--- src/rtl/ctrl_pkg.sv ---
// ---------------------------------------------------------------------------
// ctrl_pkg
// Shared definitions for the multicycle control unit: FSM state codes,
// supported opcodes, ALUOp codes (also used by the ALU-control stage), the
// instruction classes produced by opcode_dec, the mux select codes, and a
// packed bundle of every control output so the FSM can default them in one go.
// ---------------------------------------------------------------------------
package ctrl_pkg;

    // State codes are visible on the debug port, so they are pinned explicitly.
    typedef enum logic [3:0] {
        ST_FETCH  = 4'd0,
        ST_DECODE = 4'd1,
        ST_MEMADR = 4'd2,
        ST_MEMRD  = 4'd3,
        ST_MEMWB  = 4'd4,
        ST_MEMWR  = 4'd5,
        ST_EXEC_R = 4'd6,
        ST_ALUWB  = 4'd7,
        ST_BRANCH = 4'd8,
        ST_EXEC_I = 4'd9,
        ST_IWB    = 4'd10,
        ST_JUMP   = 4'd11
    } state_t;

    localparam logic [5:0] OP_RTYPE = 6'b000000;
    localparam logic [5:0] OP_J     = 6'b000010;
    localparam logic [5:0] OP_BEQ   = 6'b000100;
    localparam logic [5:0] OP_BNE   = 6'b000101;
    localparam logic [5:0] OP_ADDI  = 6'b001000;
    localparam logic [5:0] OP_SLTI  = 6'b001010;
    localparam logic [5:0] OP_SLTIU = 6'b001011;
    localparam logic [5:0] OP_ANDI  = 6'b001100;
    localparam logic [5:0] OP_ORI   = 6'b001101;
    localparam logic [5:0] OP_XORI  = 6'b001110;
    localparam logic [5:0] OP_LW    = 6'b100011;
    localparam logic [5:0] OP_SW    = 6'b101011;

    localparam logic [2:0] ALU_ADD   = 3'b000;
    localparam logic [2:0] ALU_SUB   = 3'b001;
    localparam logic [2:0] ALU_AND   = 3'b010;
    localparam logic [2:0] ALU_OR    = 3'b011;
    localparam logic [2:0] ALU_XOR   = 3'b100;
    localparam logic [2:0] ALU_SLT   = 3'b101;
    localparam logic [2:0] ALU_FUNCT = 3'b110;
    localparam logic [2:0] ALU_SLTU  = 3'b111;

    localparam logic [1:0] SRCB_B      = 2'b00;
    localparam logic [1:0] SRCB_FOUR   = 2'b01;
    localparam logic [1:0] SRCB_IMM    = 2'b10;
    localparam logic [1:0] SRCB_IMMSH2 = 2'b11;

    localparam logic [1:0] PCSRC_ALU    = 2'b00;
    localparam logic [1:0] PCSRC_ALUOUT = 2'b01;
    localparam logic [1:0] PCSRC_JUMP   = 2'b10;
    localparam logic [1:0] PCSRC_REGA   = 2'b11;

    typedef enum logic [2:0] {
        CLS_ILLEGAL = 3'd0,
        CLS_LW      = 3'd1,
        CLS_SW      = 3'd2,
        CLS_RTYPE   = 3'd3,
        CLS_BEQ     = 3'd4,
        CLS_BNE     = 3'd5,
        CLS_ITYPE   = 3'd6,
        CLS_JUMP    = 3'd7
    } instr_class_t;

    typedef struct packed {
        logic       PCWrite;
        logic       IRWrite;
        logic       MemRead;
        logic       MemWrite;
        logic       IorD;
        logic       RegWrite;
        logic       RegDst;
        logic       MemtoReg;
        logic       ALUSrcA;
        logic [1:0] ALUSrcB;
        logic [1:0] PCSource;
        logic [2:0] ALUOp;
        logic       Branch;
        logic       BranchNe;
        logic       illegal_op;
    } ctrl_out_t;

endpackage

--- src/rtl/ctrl_fsm_if.sv ---
// ---------------------------------------------------------------------------
// ctrl_fsm_if
// Bundles the control unit's instruction/memory inputs and all datapath
// control outputs.
//   master : the control FSM (drives controls, receives opcode/Jr/mem_ready)
//   slave  : the datapath side (drives opcode/Jr/mem_ready, receives controls)
// Signals: opcode[5:0], Jr, mem_ready, PCWrite, IRWrite, MemRead, MemWrite,
// IorD, RegWrite, RegDst, MemtoReg, ALUSrcA, ALUSrcB[1:0], PCSource[1:0],
// ALUOp[2:0], Branch, BranchNe, illegal_op, state (debug).
// ---------------------------------------------------------------------------
interface ctrl_fsm_if;
    import ctrl_pkg::*;

    logic [5:0] opcode;
    logic       Jr;
    logic       mem_ready;

    logic       PCWrite;
    logic       IRWrite;
    logic       MemRead;
    logic       MemWrite;
    logic       IorD;
    logic       RegWrite;
    logic       RegDst;
    logic       MemtoReg;
    logic       ALUSrcA;
    logic [1:0] ALUSrcB;
    logic [1:0] PCSource;
    logic [2:0] ALUOp;
    logic       Branch;
    logic       BranchNe;
    logic       illegal_op;
    state_t     state;

    modport master (
        input  opcode, Jr, mem_ready,
        output PCWrite, IRWrite, MemRead, MemWrite, IorD, RegWrite, RegDst,
               MemtoReg, ALUSrcA, ALUSrcB, PCSource, ALUOp, Branch, BranchNe,
               illegal_op, state
    );

    modport slave (
        output opcode, Jr, mem_ready,
        input  PCWrite, IRWrite, MemRead, MemWrite, IorD, RegWrite, RegDst,
               MemtoReg, ALUSrcA, ALUSrcB, PCSource, ALUOp, Branch, BranchNe,
               illegal_op, state
    );

endinterface

--- src/rtl/opcode_dec.sv ---
// ---------------------------------------------------------------------------
// opcode_dec
// Purely combinational opcode classifier.
//   i_opcode     : instruction[31:26]
//   o_class      : instruction class steering the FSM out of DECODE/MEMADR
//   o_immAluOp   : ALU operation for immediate-arithmetic instructions
// Anything not recognised is reported as CLS_ILLEGAL.
// ---------------------------------------------------------------------------
module opcode_dec
    import ctrl_pkg::*;
(
    input  logic [5:0]   i_opcode,
    output instr_class_t o_class,
    output logic [2:0]   o_immAluOp
);

    // Map each supported opcode to its class; the immediate ALUOp only
    // matters for the I-type class and defaults to add otherwise.
    always_comb begin
        o_class    = CLS_ILLEGAL;
        o_immAluOp = ALU_ADD;
        case (i_opcode)
            OP_LW:    o_class = CLS_LW;
            OP_SW:    o_class = CLS_SW;
            OP_RTYPE: o_class = CLS_RTYPE;
            OP_BEQ:   o_class = CLS_BEQ;
            OP_BNE:   o_class = CLS_BNE;
            OP_J:     o_class = CLS_JUMP;
            OP_ADDI: begin
                o_class    = CLS_ITYPE;
                o_immAluOp = ALU_ADD;
            end
            OP_ANDI: begin
                o_class    = CLS_ITYPE;
                o_immAluOp = ALU_AND;
            end
            OP_ORI: begin
                o_class    = CLS_ITYPE;
                o_immAluOp = ALU_OR;
            end
            OP_XORI: begin
                o_class    = CLS_ITYPE;
                o_immAluOp = ALU_XOR;
            end
            OP_SLTI: begin
                o_class    = CLS_ITYPE;
                o_immAluOp = ALU_SLT;
            end
            OP_SLTIU: begin
                o_class    = CLS_ITYPE;
                o_immAluOp = ALU_SLTU;
            end
            default: begin
                o_class    = CLS_ILLEGAL;
                o_immAluOp = ALU_ADD;
            end
        endcase
    end

endmodule

--- src/rtl/ctrl_fsm.sv ---
// ---------------------------------------------------------------------------
// ctrl_fsm
// Multicycle MIPS-style control unit.
//   clk    : single clock, all state changes on the rising edge
//   reset  : synchronous active-high; while high all controls read 0 and the
//            debug state shows FETCH
//   bus    : ctrl_fsm_if master (opcode, Jr, mem_ready in; controls out)
// Parameter WAIT_MEM: 1 = honour mem_ready, 0 = memory always ready.
// ---------------------------------------------------------------------------
module ctrl_fsm
    import ctrl_pkg::*;
#(
    parameter bit WAIT_MEM = 1'b1
)
(
    input  logic clk,
    input  logic reset,
    ctrl_fsm_if.master bus
);

    state_t       r_state;
    state_t       w_nextState;
    instr_class_t w_class;
    logic [2:0]   w_immAluOp;
    logic         w_memReady;
    ctrl_out_t    w_out;
    ctrl_out_t    w_gated;

    assign w_memReady = WAIT_MEM ? bus.mem_ready : 1'b1;

    opcode_dec u_opcodeDec (
        .i_opcode   (bus.opcode),
        .o_class    (w_class),
        .o_immAluOp (w_immAluOp)
    );

    // State register. Reset wins from any state, including memory waits.
    always_ff @(posedge clk) begin
        if (reset) begin
            r_state <= ST_FETCH;
        end else begin
            r_state <= w_nextState;
        end
    end

    // Next-state and control decode. Every control starts at 0 and each state
    // raises only what it needs. FETCH is Mealy: the IR and PC are written in
    // the cycle memory actually returns the instruction.
    always_comb begin
        w_out       = '0;
        w_nextState = ST_FETCH;
        case (r_state)
            ST_FETCH: begin
                w_out.MemRead = 1'b1;
                w_out.ALUSrcB = SRCB_FOUR;
                w_out.IRWrite = w_memReady;
                w_out.PCWrite = w_memReady;
                w_nextState   = w_memReady ? ST_DECODE : ST_FETCH;
            end
            ST_DECODE: begin
                w_out.ALUSrcB = SRCB_IMMSH2;
                case (w_class)
                    CLS_LW, CLS_SW:   w_nextState = ST_MEMADR;
                    CLS_RTYPE:        w_nextState = ST_EXEC_R;
                    CLS_BEQ, CLS_BNE: w_nextState = ST_BRANCH;
                    CLS_ITYPE:        w_nextState = ST_EXEC_I;
                    CLS_JUMP:         w_nextState = ST_JUMP;
                    default: begin
                        w_out.illegal_op = 1'b1;
                        w_nextState      = ST_FETCH;
                    end
                endcase
            end
            ST_MEMADR: begin
                w_out.ALUSrcA = 1'b1;
                w_out.ALUSrcB = SRCB_IMM;
                if (w_class == CLS_LW) begin
                    w_nextState = ST_MEMRD;
                end else if (w_class == CLS_SW) begin
                    w_nextState = ST_MEMWR;
                end else begin
                    w_nextState = ST_FETCH;
                end
            end
            ST_MEMRD: begin
                w_out.MemRead = 1'b1;
                w_out.IorD    = 1'b1;
                w_nextState   = w_memReady ? ST_MEMWB : ST_MEMRD;
            end
            ST_MEMWB: begin
                w_out.RegWrite = 1'b1;
                w_out.MemtoReg = 1'b1;
                w_nextState    = ST_FETCH;
            end
            ST_MEMWR: begin
                w_out.MemWrite = 1'b1;
                w_out.IorD     = 1'b1;
                w_nextState    = w_memReady ? ST_FETCH : ST_MEMWR;
            end
            ST_EXEC_R: begin
                w_out.ALUSrcA = 1'b1;
                w_out.ALUSrcB = SRCB_B;
                w_out.ALUOp   = ALU_FUNCT;
                if (bus.Jr) begin
                    w_out.PCWrite  = 1'b1;
                    w_out.PCSource = PCSRC_REGA;
                    w_nextState    = ST_FETCH;
                end else begin
                    w_nextState = ST_ALUWB;
                end
            end
            ST_ALUWB: begin
                w_out.RegDst   = 1'b1;
                w_out.RegWrite = 1'b1;
                w_nextState    = ST_FETCH;
            end
            ST_BRANCH: begin
                w_out.ALUSrcA  = 1'b1;
                w_out.ALUSrcB  = SRCB_B;
                w_out.ALUOp    = ALU_SUB;
                w_out.PCSource = PCSRC_ALUOUT;
                w_out.Branch   = (w_class == CLS_BEQ);
                w_out.BranchNe = (w_class == CLS_BNE);
                w_nextState    = ST_FETCH;
            end
            ST_EXEC_I: begin
                w_out.ALUSrcA = 1'b1;
                w_out.ALUSrcB = SRCB_IMM;
                w_out.ALUOp   = w_immAluOp;
                w_nextState   = ST_IWB;
            end
            ST_IWB: begin
                w_out.RegWrite = 1'b1;
                w_nextState    = ST_FETCH;
            end
            ST_JUMP: begin
                w_out.PCWrite  = 1'b1;
                w_out.PCSource = PCSRC_JUMP;
                w_nextState    = ST_FETCH;
            end
            default: begin
                w_nextState = ST_FETCH;
            end
        endcase
    end

    // Reset blanks every control immediately, without waiting for the edge,
    // so an in-flight memory write is dropped in the same cycle.
    assign w_gated = reset ? '0 : w_out;

    assign bus.PCWrite    = w_gated.PCWrite;
    assign bus.IRWrite    = w_gated.IRWrite;
    assign bus.MemRead    = w_gated.MemRead;
    assign bus.MemWrite   = w_gated.MemWrite;
    assign bus.IorD       = w_gated.IorD;
    assign bus.RegWrite   = w_gated.RegWrite;
    assign bus.RegDst     = w_gated.RegDst;
    assign bus.MemtoReg   = w_gated.MemtoReg;
    assign bus.ALUSrcA    = w_gated.ALUSrcA;
    assign bus.ALUSrcB    = w_gated.ALUSrcB;
    assign bus.PCSource   = w_gated.PCSource;
    assign bus.ALUOp      = w_gated.ALUOp;
    assign bus.Branch     = w_gated.Branch;
    assign bus.BranchNe   = w_gated.BranchNe;
    assign bus.illegal_op = w_gated.illegal_op;
    assign bus.state      = reset ? ST_FETCH : r_state;

endmodule

--- src/flat_wrapper.sv ---
// flat-port wrapper written by rule: the top's interface ports become plain ports
module ctrl_fsm_flat import ctrl_pkg::*;
#(
    parameter bit WAIT_MEM = 1'b1
)
  (clk, reset, bus_opcode, bus_Jr, bus_mem_ready, bus_PCWrite, bus_IRWrite, bus_MemRead, bus_MemWrite, bus_IorD, bus_RegWrite, bus_RegDst, bus_MemtoReg, bus_ALUSrcA, bus_ALUSrcB, bus_PCSource, bus_ALUOp, bus_Branch, bus_BranchNe, bus_illegal_op, bus_state);
  ctrl_fsm_if bus_i ();
  input  logic clk;
  input  logic reset;
  input wire logic [$bits(bus_i.opcode)-1:0] bus_opcode;
  input wire logic [$bits(bus_i.Jr)-1:0] bus_Jr;
  input wire logic [$bits(bus_i.mem_ready)-1:0] bus_mem_ready;
  output wire logic [$bits(bus_i.PCWrite)-1:0] bus_PCWrite;
  output wire logic [$bits(bus_i.IRWrite)-1:0] bus_IRWrite;
  output wire logic [$bits(bus_i.MemRead)-1:0] bus_MemRead;
  output wire logic [$bits(bus_i.MemWrite)-1:0] bus_MemWrite;
  output wire logic [$bits(bus_i.IorD)-1:0] bus_IorD;
  output wire logic [$bits(bus_i.RegWrite)-1:0] bus_RegWrite;
  output wire logic [$bits(bus_i.RegDst)-1:0] bus_RegDst;
  output wire logic [$bits(bus_i.MemtoReg)-1:0] bus_MemtoReg;
  output wire logic [$bits(bus_i.ALUSrcA)-1:0] bus_ALUSrcA;
  output wire logic [$bits(bus_i.ALUSrcB)-1:0] bus_ALUSrcB;
  output wire logic [$bits(bus_i.PCSource)-1:0] bus_PCSource;
  output wire logic [$bits(bus_i.ALUOp)-1:0] bus_ALUOp;
  output wire logic [$bits(bus_i.Branch)-1:0] bus_Branch;
  output wire logic [$bits(bus_i.BranchNe)-1:0] bus_BranchNe;
  output wire logic [$bits(bus_i.illegal_op)-1:0] bus_illegal_op;
  output wire logic [$bits(bus_i.state)-1:0] bus_state;
  assign bus_i.opcode = bus_opcode;
  assign bus_i.Jr = bus_Jr;
  assign bus_i.mem_ready = bus_mem_ready;
  assign bus_PCWrite = bus_i.PCWrite;
  assign bus_IRWrite = bus_i.IRWrite;
  assign bus_MemRead = bus_i.MemRead;
  assign bus_MemWrite = bus_i.MemWrite;
  assign bus_IorD = bus_i.IorD;
  assign bus_RegWrite = bus_i.RegWrite;
  assign bus_RegDst = bus_i.RegDst;
  assign bus_MemtoReg = bus_i.MemtoReg;
  assign bus_ALUSrcA = bus_i.ALUSrcA;
  assign bus_ALUSrcB = bus_i.ALUSrcB;
  assign bus_PCSource = bus_i.PCSource;
  assign bus_ALUOp = bus_i.ALUOp;
  assign bus_Branch = bus_i.Branch;
  assign bus_BranchNe = bus_i.BranchNe;
  assign bus_illegal_op = bus_i.illegal_op;
  assign bus_state = bus_i.state;
  ctrl_fsm #(.WAIT_MEM(WAIT_MEM)) u_core (.clk(clk), .reset(reset), .bus(bus_i));
endmodule
--- config.mk ---
export PLATFORM = sky130hd
export DESIGN_NAME = ctrl_fsm_flat
export DESIGN_NICKNAME = d
export VERILOG_FILES = /design/src/rtl/ctrl_pkg.sv /design/src/rtl/ctrl_fsm_if.sv /design/src/rtl/opcode_dec.sv /design/src/rtl/ctrl_fsm.sv /design/src/flat_wrapper.sv
export SDC_FILE = /design/constraint.sdc
export NUM_CORES = 1
export LEC_CHECK = 0
export ABC_AREA = 1
export CAP_MARGIN = 15
export CORE_MARGIN = 5
export CORE_UTILIZATION = 43
export DETAILED_ROUTE_END_ITERATION = 6
export GPL_ROUTABILITY_DRIVEN = 0
export PLACE_DENSITY = 0.9
export SLEW_MARGIN = 10
export SYNTH_ARGS = -nofsm -noshare
export SYNTH_HDL_FRONTEND = slang
export SYNTH_SLANG_ARGS = --single-unit
--- constraint.sdc ---
create_clock -name clk -period 3.7 [get_ports clk]
set_input_delay 0.555 -clock clk [delete_from_list [all_inputs] [get_ports clk]]
set_output_delay 0.555 -clock clk [all_outputs]
set_load 0.05 [all_outputs]
======== Word level (Yosys, flattened, before mapping) ========
Index checks and enable logic that the tools add are counted.
cells by class
  equality and inequality tests ........... 29
  mux-type cells .......................... 29
  reductions and logical operators ........ 11
operators by type and width
  operator                                        number
  == test 6 x 4 -> 1 bit (second input constant)  6
  one-hot mux 4 bit (7 select lines)              1
  one-hot mux 3 bit (7 select lines)              1
  one-hot mux 4 bit (5 select lines)              1
  two-way mux 19 bit                              1
  == test 4 x 3 -> 1 bit (second input constant)  4
  == test 4 bit (second input constant)           4
  two-way mux 3 bit                               5
  one-hot mux 3 bit (5 select lines)              1
  == test 3 bit (second input constant)           4
  == test 6 x 3 -> 1 bit (second input constant)  2
  == test 6 bit (second input constant)           2
  two-way mux 1 bit                               12
  one-hot mux 2 bit (3 select lines)              2
  OR reduction 2 bit                              5
  one-hot mux 3 bit (3 select lines)              1
  == test 4 x 2 -> 1 bit (second input constant)  2
  OR reduction 7 bit                              1
  == test 3 x 2 -> 1 bit (second input constant)  2
  == test 6 x 2 -> 1 bit (second input constant)  1
  zero test 6 bit                                 1
  OR reduction 6 bit                              1
  == test 4 x 1 -> 1 bit (second input constant)  1
  zero test 4 bit                                 1
  other kinds (6)                                 7
storage, ports and cells
  flip-flop bits (word level) ............. 4
  bits of input ports ..................... 10
  output and inout bits ................... 23

======== Longest topological paths before layout ========
  word-level depth ........................ 8
  gate-level depth with buffers ........... 10

======== Modules after synthesis ========
Synthesis repeated with hierarchy kept, for this count alone.
unflattened totals
  cells, all modules ...................... 153
  area total of the unflattened synthesis .. 735.7 um^2
by module, submodules not included
  module      times used  cells an instance  area each (um^2)  seq. area each (um^2)
  ctrl_fsm    1           114                549.3             80.1
  opcode_dec  1           39                 186.4             0.0

======== Worst setup path before layout ========
Ideal clock, no wire load.
  kind .................................... input to output
  start point ............................. input port bus_opcode[4]
  end point ............................... output port bus_Branch
  arrival time ............................ 1,945 ps
  data required time ...................... 3,145 ps
  setup slack ............................. 1,200 ps
  stages .................................. 4
  path buffers ............................ 0
  cell sequence ........................... nor2_4 > nand4_1 > or2_2 > a21oi_1
between the ends
  cells in the longest elaborated chain, start to end .. 6
  elaborated cells between the ends (all ways) .. 17
  classes of those cells .................. 12 x eq/ne; 3 x mux; 2 x reduce/logical
ends and longest elaborated chain
  item                                  RTL line            text
  from (decl)                           flat_wrapper.sv:10  input wire logic [$bits(bus_i.opcode)-1:0] bus_opcode;
  == test 6 x 4 -> 1 bit                opcode_dec.sv:22    case (i_opcode)
  OR reduction 6 bit (no line)          n/a
  one-hot mux 3 bit (7 select lines) *  opcode_dec.sv:22
  == test 3 bit *                       ctrl_fsm.sv:122     w_out.Branch = (w_class == CLS_BEQ);
  two-way mux 2 bit *                   ctrl_fsm.sv:52      case (r_state)
  two-way mux 19 bit *                  ctrl_fsm.sv:149     assign w_gated = reset ? '0 : w_out;
  to (decl)                             flat_wrapper.sv:25  output wire logic [$bits(bus_i.Branch)-1:0] bus_Branch;
Mark *: on every way between the ends. The rest lies on a longest branch, timed or not.

======== Worst setup path in the final report ========
  start point ............................. input port bus_opcode[1]
  end point ............................... output port bus_illegal_op
between the ends
  cells in the longest elaborated chain, start to end .. 8
  elaborated cells between the ends (all ways) .. 25
  classes of those cells .................. 18 x eq/ne; 4 x mux; 3 x reduce/logical
ends and longest elaborated chain
  item                                            RTL line            text
  == test 6 x 4 -> 1 bit                          opcode_dec.sv:22
  OR reduction 6 bit (no line)                    n/a
  one-hot mux 3 bit (7 select lines) *            opcode_dec.sv:22
  == test 3 x 2 -> 1 bit (tied with other cells)  ctrl_fsm.sv:62      case (w_class)
  OR reduction 7 bit (no line) *                  n/a
  two-way mux 1 bit *                             ctrl_fsm.sv:62
  two-way mux 1 bit *                             ctrl_fsm.sv:52
  two-way mux 19 bit *                            ctrl_fsm.sv:149
  to (decl)                                       flat_wrapper.sv:27  output wire logic [$bits(bus_i.illegal_op)-1:0] bus_illegal_op;
Marked as above.

==> flow_results.xml <==
<?xml version="1.0" encoding="UTF-8"?>
<metrics>
  <group name="status">
    <metric name="outcome" unit="">finished clean</metric>
  </group>
  <group name="power_and_ir_drop">
    <metric name="power_switching_share" unit="%">38.4</metric>
    <metric name="clock_power_share" unit="%">30.7</metric>
    <metric name="total_power" unit="W">0.000175</metric>
    <metric name="p_int" unit="W">0.000108</metric>
    <metric name="seqPwrFrac" unit="%">25.8</metric>
    <metric name="ir_worst_vdd" unit="V">0.0000998</metric>
    <metric name="power_per_cell_area" unit="nW/um2">164</metric>
    <metric name="pwr-share-comb" unit="%">43.4</metric>
    <metric name="leakagePower" unit="nW">0.544</metric>
    <metric name="netSwitchingPower" unit="W">0.0000671</metric>
  </group>
  <group name="route">
    <metric name="drc_errors" unit="">0</metric>
    <metric name="per_cell_routed_wire_length" unit="um">10.9</metric>
    <metric name="drt_first_pass_iters" unit="">5</metric>
    <metric name="detailedRoute.firstIterationViolations" unit="">24</metric>
    <metric name="final_routed_wirelength" unit="mm">2.08</metric>
    <metric name="drtAntennaViolNets" unit="">0</metric>
    <metric name="num_vias" unit="">962</metric>
    <metric name="viasPerCell" unit="">5.01</metric>
  </group>
  <group name="final_layout">
    <metric name="largest_register_ff_count" unit="">4</metric>
    <metric name="biggestRegsByFlops" unit="">u_core.r_state (4)</metric>
    <metric name="syn2layout_area_growth" unit="%">50.7</metric>
    <metric name="fin_nets" unit="">188</metric>
    <metric name="layout-drive-gt1-share" unit="%">10.8</metric>
    <metric name="fillCellCount" unit="">151</metric>
    <metric name="antenna-diode-count" unit="">0</metric>
    <metric name="most_flops_register" unit="">u_core.r_state</metric>
    <metric name="mostFrequentLayoutCell" unit="">sky130_fd_sc_hd__nand2_1</metric>
    <metric name="final_cell_mix" unit="">31 x sky130_fd_sc_hd__nand2_1, 30 x sky130_fd_sc_hd__inv_1, 30 x sky130_fd_sc_hd__clkdlybuf4s50_1, 25 x sky130_fd_sc_hd__nor2_1, 15 x sky130_fd_sc_hd__nand3_1</metric>
  </group>
  <group name="logic_synthesis">
    <metric name="synth_warnings" unit="">0</metric>
    <metric name="post_synth_mux_area_share" unit="%">0</metric>
    <metric name="synth_cell_type_count" unit="">20</metric>
    <metric name="synthXorXnorAreaFrac" unit="%">0</metric>
    <metric name="syn-instance-count" unit="">142</metric>
    <metric name="synthAdderAreaFrac" unit="%">0</metric>
    <metric name="post_synth_instance_area" unit="um2">706</metric>
    <metric name="synth_top_family_by_area" unit="">simple AND/OR/NAND/NOR gates</metric>
    <metric name="synth_compound_gate_area_share" unit="%">11.5</metric>
    <metric name="synth_simple_gate_area_share" unit="%">59.6</metric>
    <metric name="synth.net_count" unit="">152</metric>
    <metric name="synth-seq-area-share" unit="%">11.3</metric>
    <metric name="synth.avg_cell_area" unit="um2">4.97</metric>
    <metric name="synthesized_flop_and_latch_total" unit="">4</metric>
  </group>
  <group name="clock_network">
    <metric name="h-tree-depth" unit="">1</metric>
    <metric name="insertion_delay" unit="ns">0.23</metric>
    <metric name="tritoncts" unit="">done</metric>
    <metric name="cts.sink_count" unit="">4</metric>
    <metric name="numCtsBuffers" unit="">3</metric>
    <metric name="post_cts_setup_buffer_count" unit="">0</metric>
    <metric name="postCtsHoldBufs" unit="">0</metric>
    <metric name="cts.reportedPaths.clkPinSlew" unit="ns">0.04</metric>
    <metric name="postCtsResizedCells" unit="">0</metric>
    <metric name="ctsRootBufferMaster" unit="">sky130_fd_sc_hd__clkbuf_4</metric>
    <metric name="maximum_clock_insertion_buffer_count" unit="">2</metric>
  </group>
  <group name="hold_path">
    <metric name="min-delay-path-class" unit="">reg2reg</metric>
  </group>
  <group name="sta">
    <metric name="worst_clock_skew" unit="ns">0.00490</metric>
    <metric name="clock.fmax" unit="GHz">0.302</metric>
    <metric name="hold_viol" unit="">0</metric>
    <metric name="setup-tns-final" unit="ns">0</metric>
    <metric name="max-slew-margin-rel" unit="%">66.1</metric>
    <metric name="report.final.setup_viol" unit="">0</metric>
    <metric name="grt_setup_unrepaired" unit="">false</metric>
    <metric name="final_max_slew_viols" unit="">0</metric>
    <metric name="slew_at_the_pin_closest_to_its_max_slew_limit" unit="ns">0.506</metric>
    <metric name="layout_worst_path_cycle_share" unit="%">89.6</metric>
    <metric name="min_period" unit="ns">3.31</metric>
  </group>
  <group name="floorplanning">
    <metric name="floorplan.die_area" unit="um2">2550</metric>
    <metric name="rows" unit="">14</metric>
    <metric name="io_pins" unit="">33</metric>
    <metric name="floorplan.initialDensity" unit="%">46.3</metric>
    <metric name="die_width" unit="um">50.5</metric>
    <metric name="floorplan.die.height" unit="um">50.5</metric>
    <metric name="core_region_area" unit="um2">1520</metric>
  </group>
  <group name="critical_path">
    <metric name="cp_cell_sequence" unit="">clkdlybuf4s50_1 -&gt; inv_1 -&gt; nand3_1 -&gt; inv_1 -&gt; nor2_2 -&gt; nand3_2 -&gt; inv_1 -&gt; nand3_2 -&gt; nor3_2 -&gt; clkdlybuf4s50_1</metric>
    <metric name="crit_path_top_delay_cell" unit="">sky130_fd_sc_hd__clkdlybuf4s50_1</metric>
    <metric name="timing.critical_path.fanout_max" unit="">5</metric>
    <metric name="rrSetupSlack" unit="ns">2.35</metric>
    <metric name="critPathArrivalTime" unit="ns">2.76</metric>
    <metric name="worstPathRequired" unit="ns">3.14</metric>
    <metric name="worstSetupStartpointType" unit="">input pin</metric>
    <metric name="timing.critical_path.slowest_cell_delay" unit="ns">0.83</metric>
    <metric name="crit_type" unit="">in2out</metric>
    <metric name="path_common_cell" unit="">sky130_fd_sc_hd__inv_1</metric>
    <metric name="endpoint_kind" unit="">output port</metric>
  </group>
  <group name="global_routing">
    <metric name="grt_usage" unit="%">16.0</metric>
    <metric name="grt_pass1_wl" unit="mm">3.35</metric>
    <metric name="largest_net_degree_at_the_start_of_global_routing" unit="">22</metric>
    <metric name="antenna_violations_before_repair" unit="">0</metric>
    <metric name="grt_pass1_vias" unit="">890</metric>
    <metric name="grt.overflow.total" unit="">0</metric>
  </group>
  <group name="flow_run">
    <metric name="cap_viol_max_count" unit="">0</metric>
  </group>
  <group name="place">
    <metric name="io_buffers" unit="">32</metric>
    <metric name="detailed_place_hpwl" unit="mm">1.76</metric>
  </group>
</metrics>
-- synthesized netlist by cell type --
master	n	share of area, %
sky130_fd_sc_hd__inv_1	30	16
sky130_fd_sc_hd__o21ai_1	1	0.71
sky130_fd_sc_hd__nor2_2	5	4.4
sky130_fd_sc_hd__nor3_2	1	1.4
sky130_fd_sc_hd__nor3_1	4	2.8
sky130_fd_sc_hd__nand3_2	2	2.8
sky130_fd_sc_hd__a31oi_1	2	1.8
sky130_fd_sc_hd__inv_2	1	0.53
sky130_fd_sc_hd__nand2_1	31	16
sky130_fd_sc_hd__a21oi_1	6	4.3
sky130_fd_sc_hd__nor2_4	2	3.2
sky130_fd_sc_hd__dfxtp_1	4	11
sky130_fd_sc_hd__nand3_1	15	11
sky130_fd_sc_hd__clkbuf_1	1	0.53
sky130_fd_sc_hd__nand4_1	4	3.5
sky130_fd_sc_hd__o21ai_0	5	3.5
sky130_fd_sc_hd__nor2_1	25	13
sky130_fd_sc_hd__buf_1	1	0.53
sky130_fd_sc_hd__or2_2	1	0.89
sky130_fd_sc_hd__a21oi_2	1	1.2
-- power groups by stage --
stage	Combinational (W)	Sequential [W]	Clock, W
floorplan	0.0000476	0.0000457	0
global placement	0.0000742	0.0000458	0
detailed placement	0.0000757	0.0000458	0
CTS	0.0000759	0.0000451	0.0000550
global route	0.0000813	0.0000452	0.0000585
finish	0.0000760	0.0000452	0.0000537
-- layer usage --
metal | track usage [%] | part of all wire (%) | wire (um) | vias up
met5 | 0 | 0 | 0 | -
met4 | 4.68 | 0 | 0 | 0
met3 | 1.78 | 7.5 | 157 | 0
met2 | 33.9 | 54 | 1120 | 35
met1 | 15.2 | 39 | 809 | 414
li1 | - | - | - | 513
-- logic make-up after synthesis --
family	after synthesis
AND/OR/NAND/NOR	90
buffers and inverters	33
AO/OA/AOI/OAI	15
flip-flops	4
-- cell type report --
class	count	area, um2	area share, %
Multi-Input combinational cell	105	502	47.2
Timing Repair Buffer	33	323	30.4
Inverter	31	116	10.9
Sequential cell	4	80.1	7.53
Clock buffer	3	22.5	2.12
Tap cell	16	20.0	1.88
-- stage by stage --
stage | util [%] | instance area [um2] | std cells | hold slack [ns] | worst slack, ns
CTS | 69.8 | 1060 | 192 | 0.747 | 0.390
finish | 69.8 | 1060 | 192 | 0.750 | 0.386
global route | 69.8 | 1060 | 192 | 0.797 | 0.237
global placement | 68.3 | 1040 | 189 | 0.735 | 0.477
detailed placement | 68.3 | 1040 | 189 | 0.737 | 0.384
floorplan | - | 706 | 142 | 0.680 | 1.20
-- critical path: cells and delay by family --
kind,cells,cell delay (ns)
buf+inv,5,1.64
simple gates,5,0.54
-- final timing paths --
| kind | depth (start not counted) | startpoint | endpoint |
|---|---|---|---|
| max reg2reg | 8 | u_core.r_state[3] | u_core.r_state[1] |
| min | 6 | u_core.r_state[0] | u_core.r_state[3] |
| min reg2reg | 6 | u_core.r_state[0] | u_core.r_state[3] |
| max | 10 | bus_opcode[1] | bus_illegal_op |
(Power assumes the default switching activity.)
